### src/rtl/egress_drain_if.sv
// Merged egress output stream: valid/ready handshake carrying a word
// and the index of the egress port it was drained from.
interface egress_drain_if #(
  parameter int WIDTH = 10
);
  logic [WIDTH-1:0] data_out;
  logic [1:0]       src_out;
  logic             valid_out;
  logic             ready_in;

  modport master (
    output data_out,
    output src_out,
    output valid_out,
    input  ready_in
  );

  modport slave (
    input  data_out,
    input  src_out,
    input  valid_out,
    output ready_in
  );
endinterface

### src/rtl/egress_drain.sv
// Round-robin drain of four egress FIFOs onto one valid/ready stream,
// with a 2-entry buffer absorbing the one-cycle FIFO read latency.
module egress_drain #(
  parameter int WIDTH = 10,
  parameter int CNT_W = 16
) (
  input  logic             clk,
  input  logic             reset,
  input  logic [WIDTH-1:0] fifo4_out,
  input  logic [WIDTH-1:0] fifo5_out,
  input  logic [WIDTH-1:0] fifo6_out,
  input  logic [WIDTH-1:0] fifo7_out,
  input  logic             empty4,
  input  logic             empty5,
  input  logic             empty6,
  input  logic             empty7,
  output logic             pop4,
  output logic             pop5,
  output logic             pop6,
  output logic             pop7,
  egress_drain_if.master   strm,
  output logic [CNT_W-1:0] cnt4,
  output logic [CNT_W-1:0] cnt5,
  output logic [CNT_W-1:0] cnt6,
  output logic [CNT_W-1:0] cnt7,
  output logic             err_dest,
  output logic [1:0]       err_src
);

  typedef struct packed {
    logic [1:0]       src;
    logic [WIDTH-1:0] word;
  } ent_t;

  logic [1:0]       rr;
  logic             infl;
  logic [1:0]       infl_src;
  ent_t             buf_q [2];
  logic [1:0]       occ;
  logic [CNT_W-1:0] cnt_q [4];

  logic [3:0]       empty;
  logic [3:0]       pop;
  logic [WIDTH-1:0] fdata [4];
  logic             accept;
  logic             credit;
  logic [2:0]       load;
  logic             found;
  logic             grant;
  logic [1:0]       gidx;
  logic [1:0]       cand;
  ent_t             cap_ent;
  ent_t             b0_n;
  ent_t             b1_n;
  logic [1:0]       occ_mid;
  logic [1:0]       occ_n;

  assign empty    = {empty7, empty6, empty5, empty4};
  assign fdata[0] = fifo4_out;
  assign fdata[1] = fifo5_out;
  assign fdata[2] = fifo6_out;
  assign fdata[3] = fifo7_out;
  assign {pop7, pop6, pop5, pop4} = pop;

  assign strm.valid_out = (occ != 2'd0);
  assign strm.data_out  = buf_q[0].word;
  assign strm.src_out   = buf_q[0].src;
  assign accept = strm.valid_out && strm.ready_in;

  assign cnt4 = cnt_q[0];
  assign cnt5 = cnt_q[1];
  assign cnt6 = cnt_q[2];
  assign cnt7 = cnt_q[3];

  // accept implies occ >= 1, so the subtraction cannot underflow
  assign load   = {1'b0, occ} + {2'b00, infl};
  assign credit = (load - {2'b00, accept}) < 3'd2;

  always_comb begin
    found = 1'b0;
    gidx  = rr;
    cand  = rr;
    for (int i = 0; i < 4; i++) begin
      cand = rr + 2'(i);
      if (!found && !empty[cand]) begin
        found = 1'b1;
        gidx  = cand;
      end
    end
    grant = found && credit && !reset;
    pop   = 4'b0000;
    if (grant) pop[gidx] = 1'b1;
  end

  always_comb begin
    cap_ent.src  = infl_src;
    cap_ent.word = fdata[infl_src];
    b0_n    = buf_q[0];
    b1_n    = buf_q[1];
    occ_mid = occ - {1'b0, accept};
    if (accept) b0_n = buf_q[1];
    if (infl) begin
      if (occ_mid == 2'd0) b0_n = cap_ent;
      else                 b1_n = cap_ent;
    end
    occ_n = occ_mid + {1'b0, infl};
  end

  always_ff @(posedge clk) begin
    if (reset) begin
      rr       <= 2'd0;
      infl     <= 1'b0;
      infl_src <= 2'd0;
      buf_q[0] <= '0;
      buf_q[1] <= '0;
      occ      <= 2'd0;
      for (int i = 0; i < 4; i++) cnt_q[i] <= '0;
      err_dest <= 1'b0;
      err_src  <= 2'd0;
    end else begin
      if (grant) rr <= gidx + 2'd1;
      infl     <= grant;
      infl_src <= gidx;
      buf_q[0] <= b0_n;
      buf_q[1] <= b1_n;
      occ      <= occ_n;
      if (accept)
        cnt_q[buf_q[0].src] <= cnt_q[buf_q[0].src] + 1'b1;
      if (infl && cap_ent.word[WIDTH-1:WIDTH-2] != infl_src) begin
        err_dest <= 1'b1;
        if (!err_dest) err_src <= infl_src;
      end
    end
  end

endmodule

### src/flat_wrapper.sv
// flat-port wrapper written by rule: the top's interface ports become plain ports
module egress_drain_flat 
#(
  parameter int WIDTH = 10,
  parameter int CNT_W = 16
)
  (clk, reset, fifo4_out, fifo5_out, fifo6_out, fifo7_out, empty4, empty5, empty6, empty7, pop4, pop5, pop6, pop7, cnt4, cnt5, cnt6, cnt7, err_dest, err_src, strm_data_out, strm_src_out, strm_valid_out, strm_ready_in);
  egress_drain_if #(.WIDTH(WIDTH)) strm_i ();
  input  logic clk;
  input  logic reset;
  input  logic [WIDTH-1:0] fifo4_out;
  input  logic [WIDTH-1:0] fifo5_out;
  input  logic [WIDTH-1:0] fifo6_out;
  input  logic [WIDTH-1:0] fifo7_out;
  input  logic empty4;
  input  logic empty5;
  input  logic empty6;
  input  logic empty7;
  output logic pop4;
  output logic pop5;
  output logic pop6;
  output logic pop7;
  output logic [CNT_W-1:0] cnt4;
  output logic [CNT_W-1:0] cnt5;
  output logic [CNT_W-1:0] cnt6;
  output logic [CNT_W-1:0] cnt7;
  output logic err_dest;
  output logic [1:0] err_src;
  output wire logic [$bits(strm_i.data_out)-1:0] strm_data_out;
  output wire logic [$bits(strm_i.src_out)-1:0] strm_src_out;
  output wire logic [$bits(strm_i.valid_out)-1:0] strm_valid_out;
  input wire logic [$bits(strm_i.ready_in)-1:0] strm_ready_in;
  assign strm_data_out = strm_i.data_out;
  assign strm_src_out = strm_i.src_out;
  assign strm_valid_out = strm_i.valid_out;
  assign strm_i.ready_in = strm_ready_in;
  egress_drain #(.WIDTH(WIDTH), .CNT_W(CNT_W)) u_core (.clk(clk), .reset(reset), .fifo4_out(fifo4_out), .fifo5_out(fifo5_out), .fifo6_out(fifo6_out), .fifo7_out(fifo7_out), .empty4(empty4), .empty5(empty5), .empty6(empty6), .empty7(empty7), .pop4(pop4), .pop5(pop5), .pop6(pop6), .pop7(pop7), .strm(strm_i), .cnt4(cnt4), .cnt5(cnt5), .cnt6(cnt6), .cnt7(cnt7), .err_dest(err_dest), .err_src(err_src));
endmodule
### config.mk
export PLATFORM = sky130hd
export DESIGN_NAME = egress_drain_flat
export DESIGN_NICKNAME = d
export VERILOG_FILES = /design/src/rtl/egress_drain_if.sv /design/src/rtl/egress_drain.sv /design/src/flat_wrapper.sv
export SDC_FILE = /design/constraint.sdc
export NUM_CORES = 1
export LEC_CHECK = 0
export BUFFER_PORTS_ARGS = -buffer_cell sky130_fd_sc_hd__buf_2
export CELL_PAD_IN_SITES_DETAIL_PLACEMENT = 0
export CELL_PAD_IN_SITES_GLOBAL_PLACEMENT = 2
export CORE_MARGIN = 5
export CORE_UTILIZATION = 32
export CTS_BUF_LIST = sky130_fd_sc_hd__clkbuf_4 sky130_fd_sc_hd__clkbuf_8
export DETAILED_ROUTE_END_ITERATION = 8
export GPL_ROUTABILITY_DRIVEN = 0
export PLACE_DENSITY_LB_ADDON = 0.1
export SETUP_SLACK_MARGIN = 0.1
export SLEW_MARGIN = 0
export SYNTH_ARGS = -nofsm -noshare
export SYNTH_HDL_FRONTEND = slang
export SYNTH_SLANG_ARGS = --single-unit
export TNS_END_PERCENT = 30
### constraint.sdc
create_clock -name clk -period 2.7 [get_ports clk]
set_clock_uncertainty 0.2 [all_clocks]
set_input_delay 0.54 -clock clk [delete_from_list [all_inputs] [get_ports clk]]
set_output_delay 0.54 -clock clk [all_outputs]
set_load 0.02 [all_outputs]
==> out/results.txt <==
In this run the cell area of the synthesized design comes to 0.00543 mm^2. The die is 140 um wide. The signal on the critical path passes through o21ai_4, nor2_2, fa_2, and4b_2, and2_4, buf_6.

Quantity of I/O buffers inserted on ports: 130. The worst setup path is captured at an output pin. Summed over all cells, the static leakage comes to 2.61 nW.

The count of pins over their slew limit is 0, and the number of cell rows is 47. Yosys printed 0 warnings. The tools report the arrival time reported for the critical path endpoint as 2050 ps. Die height: 140 um. For the insertion delay of the later-clocked pin in the worst-skew pair, the log shows 370 ps.

Total half-perimeter wirelength after legalization and detailed placement: 10900 um. The clock edge transition at the registers on the reported setup and hold paths works out to 90 ps. The run gives 0.00260 mm^2 as the area of the multi-input gates. Of the available clock period, the critical path in the final layout requires 103%. The tools report the startpoint type of the worst setup path as a register. The H-tree generated during clock tree synthesis spans 3 levels. The slew at the pin with the worst max-slew slack is 502 ps. Fraction of layout cells with a size suffix above 1: 40.2%.

The number of buffer and inverter instances along the worst setup path was 1. Once layout is complete, the cells apart from fillers number 837. Setup violations remaining at the end of the flow were counted as 4.

The tools report the global-route usage over all layers as 15.2%. TritonCTS built the clock tree. The tools report the count of TritonRoute iterations in the first routing pass as 4. Average wire per standard cell: 17.8 um. Across the VDD grid, the largest voltage drop is 0.000273 V. The number of antenna violations at the first check in global routing is 0. Setup repair after global routing could not meet its margin everywhere. For this run, asynchronously set or reset flops after synthesis account for 0%.

The logs give 66.3% for the worst slew slack as a fraction of its limit and 0 for the final antenna-violating net count. The setup slack of the critical path after layout came out at -87.8 ps. The wire length of the first global-routing pass came out at 23600 um. The register area is 0.00261 mm^2. In this run, synthesis produced a sequential element count of 98. From synthesis to final layout, the design area changed by 24.9%. For the number of placed I/O pins, the log shows 131.

The final layout contains routed wiring with a total length of 14900 um. The average instance in the mapped netlist occupies 11.5 um^2. The data required time at the worst endpoint was 1960 ps.

The logs give 0 for the post-route DRC violation count and 0.0197 mm^2 for the area of the die. The time the worst path needs with I/O delays and setup came out at 2790 ps. The number of unique standard cell types used by synthesis was 49; the maximum number of pins on one net before global-route repair was 26. Counting the fill cells in the layout gives 1627. The net count reported at finish was 667.

In this run, synthesis inferred 64 flip-flops with an integrated enable. For the number of DRC violations after detailed-routing iteration 0, the log shows 180. In this run the clock root is driven by a sky130_fd_sc_hd__clkbuf_8. Global routing finished with a remaining overflow of 0. The longest clock path from root to sink contains 2 buffers.

The tool flagged a number of max-cap violations equal to 0. The stage delay of the slowest cell on the critical path is 520 ps, and the vias per cell is 4.93. The repair_antennas step left the layout with diodes totalling 0. The flow ran to the end, but the final reports show violations. Once the floorplan was initialized, standard cells occupied 32.6% of the core. The path category of the worst min-delay check is register to register.

The logs give 4346 for the number of global-route vias before repair and 527 for the synthesized net count. The share of the core filled with cells in the final layout was 40.7%; the power per unit of standard cell area was 854 mW/mm^2. The tools report the sequential fraction of the synthesis area as 47.9%. Broken down by cell family, the worst path's largest delay share belongs to simple AND/OR/NAND/NOR gates. Start-to-end type of the worst setup path: register to output pin. The setup total negative slack was -336 ps; the maximum fanout along the worst path was 5. The largest individual stage delay along the critical path comes from the cell sky130_fd_sc_hd__fa_2. The floorplan step defined a core boundary enclosing 0.0166 mm^2. The checks that failed: negative setup slack. The primary flip-flop cell chosen by synthesis mapping was sky130_fd_sc_hd__edfxtp_1. The clock net in this run drives a total of 98 sinks. The via count was 4130; the cell count after synthesis was 472.

The placed instance count is 816. Peak clock frequency supported by timing: 0.359 GHz. For the number of CTS-inserted buffers, the log shows 9. The final-report hold violation count came out at 0.
per-layer routing:
metal,share of wire [%],global-route usage (%),up-vias
met4,0.97,3.06,0
met1,43,19.1,1999
met2,50,26.3,125
met5,0,0,-
li1,-,-,1993
met3,6.5,4.40,13
flip-flops by register name, indices dropped and copies added (netlist names):
| register | cells |
|---|---|
| u_core.infl_src | 2 |
| u_core.err_dest | 1 |
| u_core.err_src | 2 |
| u_core.buf_q | 24 |
| u_core.rr | 2 |
| u_core.occ | 2 |
| u_core.cnt_q | 64 |
| u_core.infl | 1 |
cell type report:
| cell class | count | share of cell area [%] |
|---|---|---|
| Inverter | 11 | 0.609 |
| Clock buffer | 10 | 1.94 |
| Tap cell | 220 | 4.06 |
| Timing Repair Buffer | 171 | 15.5 |
| Sequential cell | 98 | 38.5 |
| Multi-Input combinational cell | 321 | 38.4 |
| Clock inverter | 6 | 0.996 |
synth_stat cells, types with 5 or more instances:
cell type,count,area (um^2)
sky130_fd_sc_hd__ha_1,7,87.6
sky130_fd_sc_hd__dfxtp_1,34,681
sky130_fd_sc_hd__inv_1,11,41.3
sky130_fd_sc_hd__buf_4,13,97.6
sky130_fd_sc_hd__mux4_2,26,586
sky130_fd_sc_hd__nand2_1,57,214
sky130_fd_sc_hd__or3_1,10,62.6
sky130_fd_sc_hd__nand3_1,10,50.1
sky130_fd_sc_hd__a21oi_1,19,95.1
sky130_fd_sc_hd__clkbuf_1,20,75.1
sky130_fd_sc_hd__nand2b_1,27,169
sky130_fd_sc_hd__and2_1,9,56.3
sky130_fd_sc_hd__edfxtp_1,64,1920
sky130_fd_sc_hd__mux2i_1,42,420
sky130_fd_sc_hd__a311oi_1,13,114
sky130_fd_sc_hd__nor2_1,50,188
sky130_fd_sc_hd__nor4_4,5,106
placed cells by master, fill, tap and decap left out, drive strengths merged, types with 2 or more instances in the layout:
master / Yosys / routed
nor2b: 4 / 4
clkinv: 0 / 3
or4: 2 / 2
clkbuf: 20 / 10
o21ai: 5 / 5
xnor2: 3 / 3
xor2: 4 / 4
a21oi: 19 / 19
or2: 3 / 3
inv: 11 / 11
nand2: 57 / 57
dfxtp: 34 / 34
edfxtp: 64 / 64
nor2: 50 / 50
nand2b: 27 / 27
nor3: 3 / 3
buf: 22 / 171
mux2i: 42 / 42
or3: 10 / 10
o31ai: 2 / 2
and2: 9 / 9
mux4: 26 / 26
nor4: 6 / 6
a311oi: 13 / 13
ha: 7 / 7
nand3: 10 / 10
nand4: 4 / 4
clkinvlp: 0 / 2
final timing paths:
path                               startpoint                                end  slack, ps  depth (start not counted)
max                  u_core.occ[0]$_SDFF_PP0_                               pop4        -90                          6
min          u_core.buf_q[0][22]$_SDFFE_PP0P_     u_core.buf_q[0][10]$_SDFF_PP0_        270                          2
max reg2reg    u_core.buf_q[0][10]$_SDFF_PP0_  u_core.cnt_q[0][10]$_SDFFCE_PN0P_        160                          6
min reg2reg  u_core.buf_q[0][22]$_SDFFE_PP0P_     u_core.buf_q[0][10]$_SDFF_PP0_        270                          2
worst min-delay path, cell delays in order (launching register included):
cell and delay [ps]:
sky130_fd_sc_hd__dfxtp_1 320, sky130_fd_sc_hd__nand2_1 50, sky130_fd_sc_hd__a311oi_1 70
report_power, final:
part | total, mW | switching [mW] | internal, mW
combinational | 2.76 | 1.60 | 1.16
clock | 0.974 | 0.533 | 0.440
sequential | 2.05 | 0.176 | 1.88
cells by family after synthesis:
logic type,synth area share (%)
buf+inv,5.23
xor+xnor,1.13
mux,18.5
simple gates,19.3
flops,47.9
fa+ha+maj,1.98
compound gates,5.85
what timing repair did:
action | CTS | global route
endpoints found under the setup margin | 36 | 50
hold buffers | 0 | 0
setup buffers | 4 | 1
gates cloned | 0 | 0
pin swaps | 7 | 11
gates resized for setup | 14 | 10
metrics by stage:
stage | hold WS (ps) | setup slack (ps) | cell area, um^2 | power, mW
after floorplan | 254 | 104 | 5480 | 3.99
after global placement | 262 | -82.4 | 6460 | 4.73
after detailed placement | 265 | -94.7 | 6460 | 4.77
after CTS | 279 | -127 | 6730 | 5.85
after global routing | 304 | -193 | 6780 | 6.19
final | 274 | -87.8 | 6780 | 5.79
Power figures use the tool's default switching activity.
